File: config.mk
export PLATFORM = sky130hd
export DESIGN_NAME = hazard_scoreboard
export DESIGN_NICKNAME = d
export VERILOG_FILES = /design/src/rtl/hazard_scoreboard.sv
export SDC_FILE = /design/constraint.sdc
export NUM_CORES = 1
export LEC_CHECK = 0
export ABC_AREA = 1
export CORE_MARGIN = 4
export CORE_UTILIZATION = 30
export CTS_BUF_LIST = sky130_fd_sc_hd__clkbuf_4 sky130_fd_sc_hd__clkbuf_8
export DETAILED_ROUTE_END_ITERATION = 8
export PLACE_DENSITY = 0.64
export REMOVE_ABC_BUFFERS = 1
export SYNTH_ARGS = -nofsm -noshare
export SYNTH_HDL_FRONTEND = slang
export SYNTH_SLANG_ARGS = --single-unit
File: constraint.sdc
create_clock -name clk -period 2.1 [get_ports clk]
set_clock_uncertainty 0.1 [all_clocks]
set_input_delay 0.315 -clock clk [delete_from_list [all_inputs] [get_ports clk]]
set_output_delay 0.315 -clock clk [all_outputs]
set_load 0.02 [all_outputs]
File: src/rtl/hazard_scoreboard.sv
// D-stage hazard controller: tracks {a3, tnew, epc} tokens through E/M/W and
// derives the D-stage stall and rs/rt forward selects from Tuse vs Tnew.

module hazard_src_match #(
   parameter int TW = 2,
   parameter int AW = 5
) (
   input  logic [AW-1:0]         addr,
   input  logic [TW-1:0]         tuse,
   input  logic [2:0][AW-1:0]    stg_a3,    // [0]=E, [1]=M, [2]=W
   input  logic [2:0][TW-1:0]    stg_tnew,
   output logic [1:0]            fwd,
   output logic                  stl
);
   logic          hit;
   logic [1:0]    code;
   logic [TW-1:0] win_tnew;

   // Scan far-to-near so the nearest matching stage overwrites the others.
   always_comb begin
      hit      = 1'b0;
      code     = 2'd0;
      win_tnew = '0;
      if (addr != '0 && tuse != {TW{1'b1}}) begin
         for (int i = 2; i >= 0; i--) begin
            if (stg_a3[i] == addr) begin
               hit      = 1'b1;
               code     = 2'(i + 1);
               win_tnew = stg_tnew[i];
            end
         end
      end
      fwd = (hit && win_tnew == '0) ? code : 2'd0;
      stl = hit && (win_tnew > tuse);
   end
endmodule

module hazard_scoreboard #(
   parameter int TW = 2,
   parameter int AW = 5
) (
   input  logic          clk,
   input  logic          reset,
   input  logic [AW-1:0] d_rs,
   input  logic [AW-1:0] d_rt,
   input  logic [TW-1:0] d_tuse_rs,
   input  logic [TW-1:0] d_tuse_rt,
   input  logic [AW-1:0] d_a3,
   input  logic [TW-1:0] d_tnew,
   input  logic          d_epc_wr,
   input  logic          d_eret,
   input  logic          flush,
   output logic          stall,
   output logic [1:0]    fwd_rs,
   output logic [1:0]    fwd_rt
);
   localparam int NUM_SRC = 2;

   typedef struct packed {
      logic [AW-1:0] a3;
      logic [TW-1:0] tnew;
      logic          epc;
   } tok_t;

   tok_t tok_e, tok_m, tok_w;

   function automatic logic [TW-1:0] sat0(input logic [TW-1:0] t);
      return (t == '0) ? '0 : t - TW'(1);
   endfunction

   logic [2:0][AW-1:0]         stg_a3;
   logic [2:0][TW-1:0]         stg_tnew;
   logic [NUM_SRC-1:0][AW-1:0] src_addr;
   logic [NUM_SRC-1:0][TW-1:0] src_tuse;
   logic [NUM_SRC-1:0][1:0]    src_fwd;
   logic [NUM_SRC-1:0]         src_stl;
   logic                       stall_eret;

   assign stg_a3   = {tok_w.a3,   tok_m.a3,   tok_e.a3};
   assign stg_tnew = {tok_w.tnew, tok_m.tnew, tok_e.tnew};
   assign src_addr = {d_rt, d_rs};
   assign src_tuse = {d_tuse_rt, d_tuse_rs};

   for (genvar s = 0; s < NUM_SRC; s++) begin : g_src
      hazard_src_match #(.TW(TW), .AW(AW)) u_match (
         .addr     (src_addr[s]),
         .tuse     (src_tuse[s]),
         .stg_a3   (stg_a3),
         .stg_tnew (stg_tnew),
         .fwd      (src_fwd[s]),
         .stl      (src_stl[s])
      );
   end

   // An EPC write already in W is committed, so only E/M block eret.
   assign stall_eret = d_eret & (tok_e.epc | tok_m.epc);
   assign stall      = (|src_stl) | stall_eret;
   assign fwd_rs     = src_fwd[0];
   assign fwd_rt     = src_fwd[1];

   always_ff @(posedge clk or negedge reset) begin
      if (!reset) begin
         tok_e <= '0;
         tok_m <= '0;
         tok_w <= '0;
      end else if (flush) begin
         tok_e <= '0;
         tok_m <= '0;
         tok_w <= '0;
      end else begin
         tok_w <= tok_t'{a3: tok_m.a3, tnew: sat0(tok_m.tnew), epc: tok_m.epc};
         tok_m <= tok_t'{a3: tok_e.a3, tnew: sat0(tok_e.tnew), epc: tok_e.epc};
         tok_e <= stall ? tok_t'('0)
                        : tok_t'{a3: d_a3, tnew: d_tnew, epc: d_epc_wr};
      end
   end
endmodule
==> flow_summary.json <==
{
  "fin_crit_sh_pct": 126,
  "arrival_ns": 2.22,
  "grt_pass1_vias": 1680,
  "path_depth": 13,
  "power_frac_comb_pct": 33.6,
  "cts_max_level": 1,
  "rsz0062_at_grt": "true",
  "ant_nets": 0,
  "post_dp_cell_area_um2": 2380,
  "layout_commonest_cell": "nand2_1",
  "worstPathCellList": "xnor2_1 -> nand3_1 -> nor2_4 -> nor2_2 -> nand2_1 -> nand2_2 -> inv_2 -> ha_4 -> a21oi_2 -> a21oi_2 -> nand3_2 -> nand3_4 -> buf_6",
  "finalHoldViolations": 0,
  "fp.dieH_um": 83.9,
  "place_congestion": 0.815,
  "crit_type": "register to primary output",
  "finalInstanceArea_um2": 2670,
  "die_area_um2": 7030,
  "finalPower_uw": 1150,
  "final_cells": 398,
  "cts_buffers": 3,
  "netlist_area_um2": 1730,
  "period_needed_ns": 2.64,
  "gr-total-overflow": 0,
  "core-area_um2": 5540,
  "antenna_found_initial": 0,
  "synthCells": 252,
  "numClockSinks": 23,
  "die_w_um": 83.9,
  "cp-start-kind": "register",
  "rows": 27,
  "cts_tree": "built",
  "path_delay_family": "simple AND/OR/NAND/NOR gates",
  "clock_power_share_pct": 24.5,
  "power.density_nw_per_um2": 430,
  "hold_class": "primary input to async pin",
  "reg2reg_depth": 14,
  "syn-mean-instance-area_um2": 6.85,
  "areaGrowthSynthToFinish_pct": 54.5,
  "yosysWarningCount": 0,
  "grt_pass1_wl_mm": 7.17,
  "drv_slew": 0,
  "end_kind": "primary output",
  "power.switching_uw": 348,
  "clock_path_buffers": 2,
  "p_seq_share_pct": 41.9,
  "leakagePower_uw": 0.00128,
  "cap_violations": 0,
  "drtPass1Iterations": 4,
  "drive_gt1_share_pct": 37.7,
  "setup_viol": 13,
  "worst_slew_pin_slew_ns": 0.327,
  "cp_num_buf_inv": 2,
  "drt_wl_total_mm": 4.27,
  "critPathRequiredTime_ns": 1.68,
  "post-place-cells": 388,
  "layout_common_cells": "nand2_1, buf_4, inv_1",
  "ys_seq_area_share_pct": 33.3,
  "max_freq_mhz": 379,
  "final_nets": 357,
  "vias": 1715,
  "port_buffers": 30,
  "crit_fanout": 4,
  "tns_ns": -2.72,
  "drt-initial-drc-count": 57,
  "dp_hpwl_mm": 3.29,
  "switching_share_pct": 30.3,
  "grtUsageTotal_pct": 12.1,
  "ys_types": 24,
  "failed_checks": "negative setup slack",
  "status": "finished with violations",
  "io_pins": 31,
  "fin_util_pct": 48.1,
  "routed_via_density": 4.31,
  "route.detailed.drc": 0,
  "p_int_uw": 799,
  "crit_slowest_cell": "dfrtp_1",
  "slew_headroom_pct": 77.9,
  "max_stage_delay_ns": 0.44,
  "avgRoutedWirePerCell_um": 10.7,
  "grt_max_degree": 24,
  "clk_latency_ns": 0.26,
  "synth_seq_cells": 23,
  "clockRootBuffer": "clkbuf_8",
  "holdBufCountCts": 0,
  "crit_top_cell": "a21oi_2",
  "num_antenna_cells": 0,
  "irDropWorstVdd_uv": 432,
  "clkTransAtPathRegs_ns": 0.08,
  "start_util_pct": 31.2,
  "setup_ws_ns": -0.539
}
final timing paths:
check / slack, ns / to / start
worst max-delay path: -0.54 / stall / stg_a3[0]$_DFF_PN0_
worst min-delay path: 0.31 / stg_a3[7]$_DFF_PN0_ / reset
worst max register to register: -0.18 / stg_a3[1]$_DFF_PN0_ / stg_a3[4]$_DFF_PN0_
worst min register to register: 0.34 / stg_tnew[4]$_DFF_PN0_ / stg_tnew[2]$_DFF_PN0_
max in group asynchronous: 1.35 / stg_a3[1]$_DFF_PN0_ / reset
min in group clk: 0.34 / stg_tnew[4]$_DFF_PN0_ / stg_tnew[2]$_DFF_PN0_
flip-flops by register name, indices dropped and copies added, names as in the netlist:
name	count
stg_a3	15
stg_tnew	6
tok_e	1
tok_m	1
power groups by stage:
stage               logic (µW)  clock network [µW]  registers, µW
finish                     386                 281            481
global route               425                 304            483
CTS                        373                 295            479
detailed placement         330                   0            488
global placement           325                   0            488
floorplan                  167                   0            482
per-layer routing:
layer | share of wire, % | global-route usage (%) | vias up
met2 | 49 | 21.7 | 28
met4 | 1.7 | 3.95 | 0
met1 | 46 | 15.0 | 765
li1 | - | - | 914
met5 | 0 | 0 | -
met3 | 3.2 | 1.38 | 8
worst register-to-register path, stage by stage, from the launching register on:
cell and delay, ns:
dfrtp_1 0.42, xor2_1 0.18, nor2_1 0.16, nand2_1 0.12
nor2_4 0.11, a21oi_1 0.09, nand2_2 0.08, inv_2 0.04
ha_4 0.26, a21oi_2 0.05, a21oi_2 0.11, nand3_2 0.13
nand3_4 0.09, buf_4 0.18, nor2_2 0.05
stage by stage:
| stage | setup slack [ns] | hold slack [ns] |
|---|---|---|
| after floorplan | -0.155 | -0.0806 |
| after global placement | -1.28 | 0.316 |
| after detailed placement | -1.32 | 0.323 |
| after CTS | -0.518 | 0.317 |
| after global routing | -0.674 | 0.346 |
| final | -0.539 | 0.309 |
final cells by class:
cell class | instances | area, µm²
Clock buffer | 4 | 48.8
Fill cell | 573 | 2870
Inverter | 44 | 165
Multi-Input combinational cell | 183 | 1170
Sequential cell | 23 | 577
Tap cell | 72 | 90.1
Timing Repair Buffer | 72 | 618
Yosys cell counts:
library cell	number	area, µm²
a21oi_1	7	35.0
clkbuf_1	2	7.51
clkinv_1	2	7.51
dfrtp_1	23	576
ha_1	4	50.1
inv_1	34	128
inv_2	8	30.0
nand2_1	69	259
nand2_2	7	43.8
nand3_1	11	55.1
nand3_2	7	70.1
nand3_4	2	35.0
nand3b_1	2	15.0
nand4_1	1	6.26
nand4_2	1	12.5
nor2_1	34	128
nor2_2	13	81.3
nor2_4	2	22.5
nor3_1	6	30.0
o21ai_0	1	5.00
o21ai_1	2	10.0
or2_1	1	6.26
xnor2_1	10	87.6
xor2_1	3	26.3
cell families after synthesis:
family / share of synthesized area [%]
adder cells (fa/ha/maj): 2.90
XOR/XNOR: 6.59
buffers and inverters: 10.0
flip-flops: 33.3
AND/OR/NAND/NOR: 44.3
AO/OA/AOI/OAI: 2.90
what timing repair did:
action	4_1_cts	5_1_grt
gates resized for setup	64	27
setup endpoints to repair	13	13
hold endpoints to repair	0	0
setup buffers	5	2
pin swaps	23	19
(Power assumes the default switching activity.)
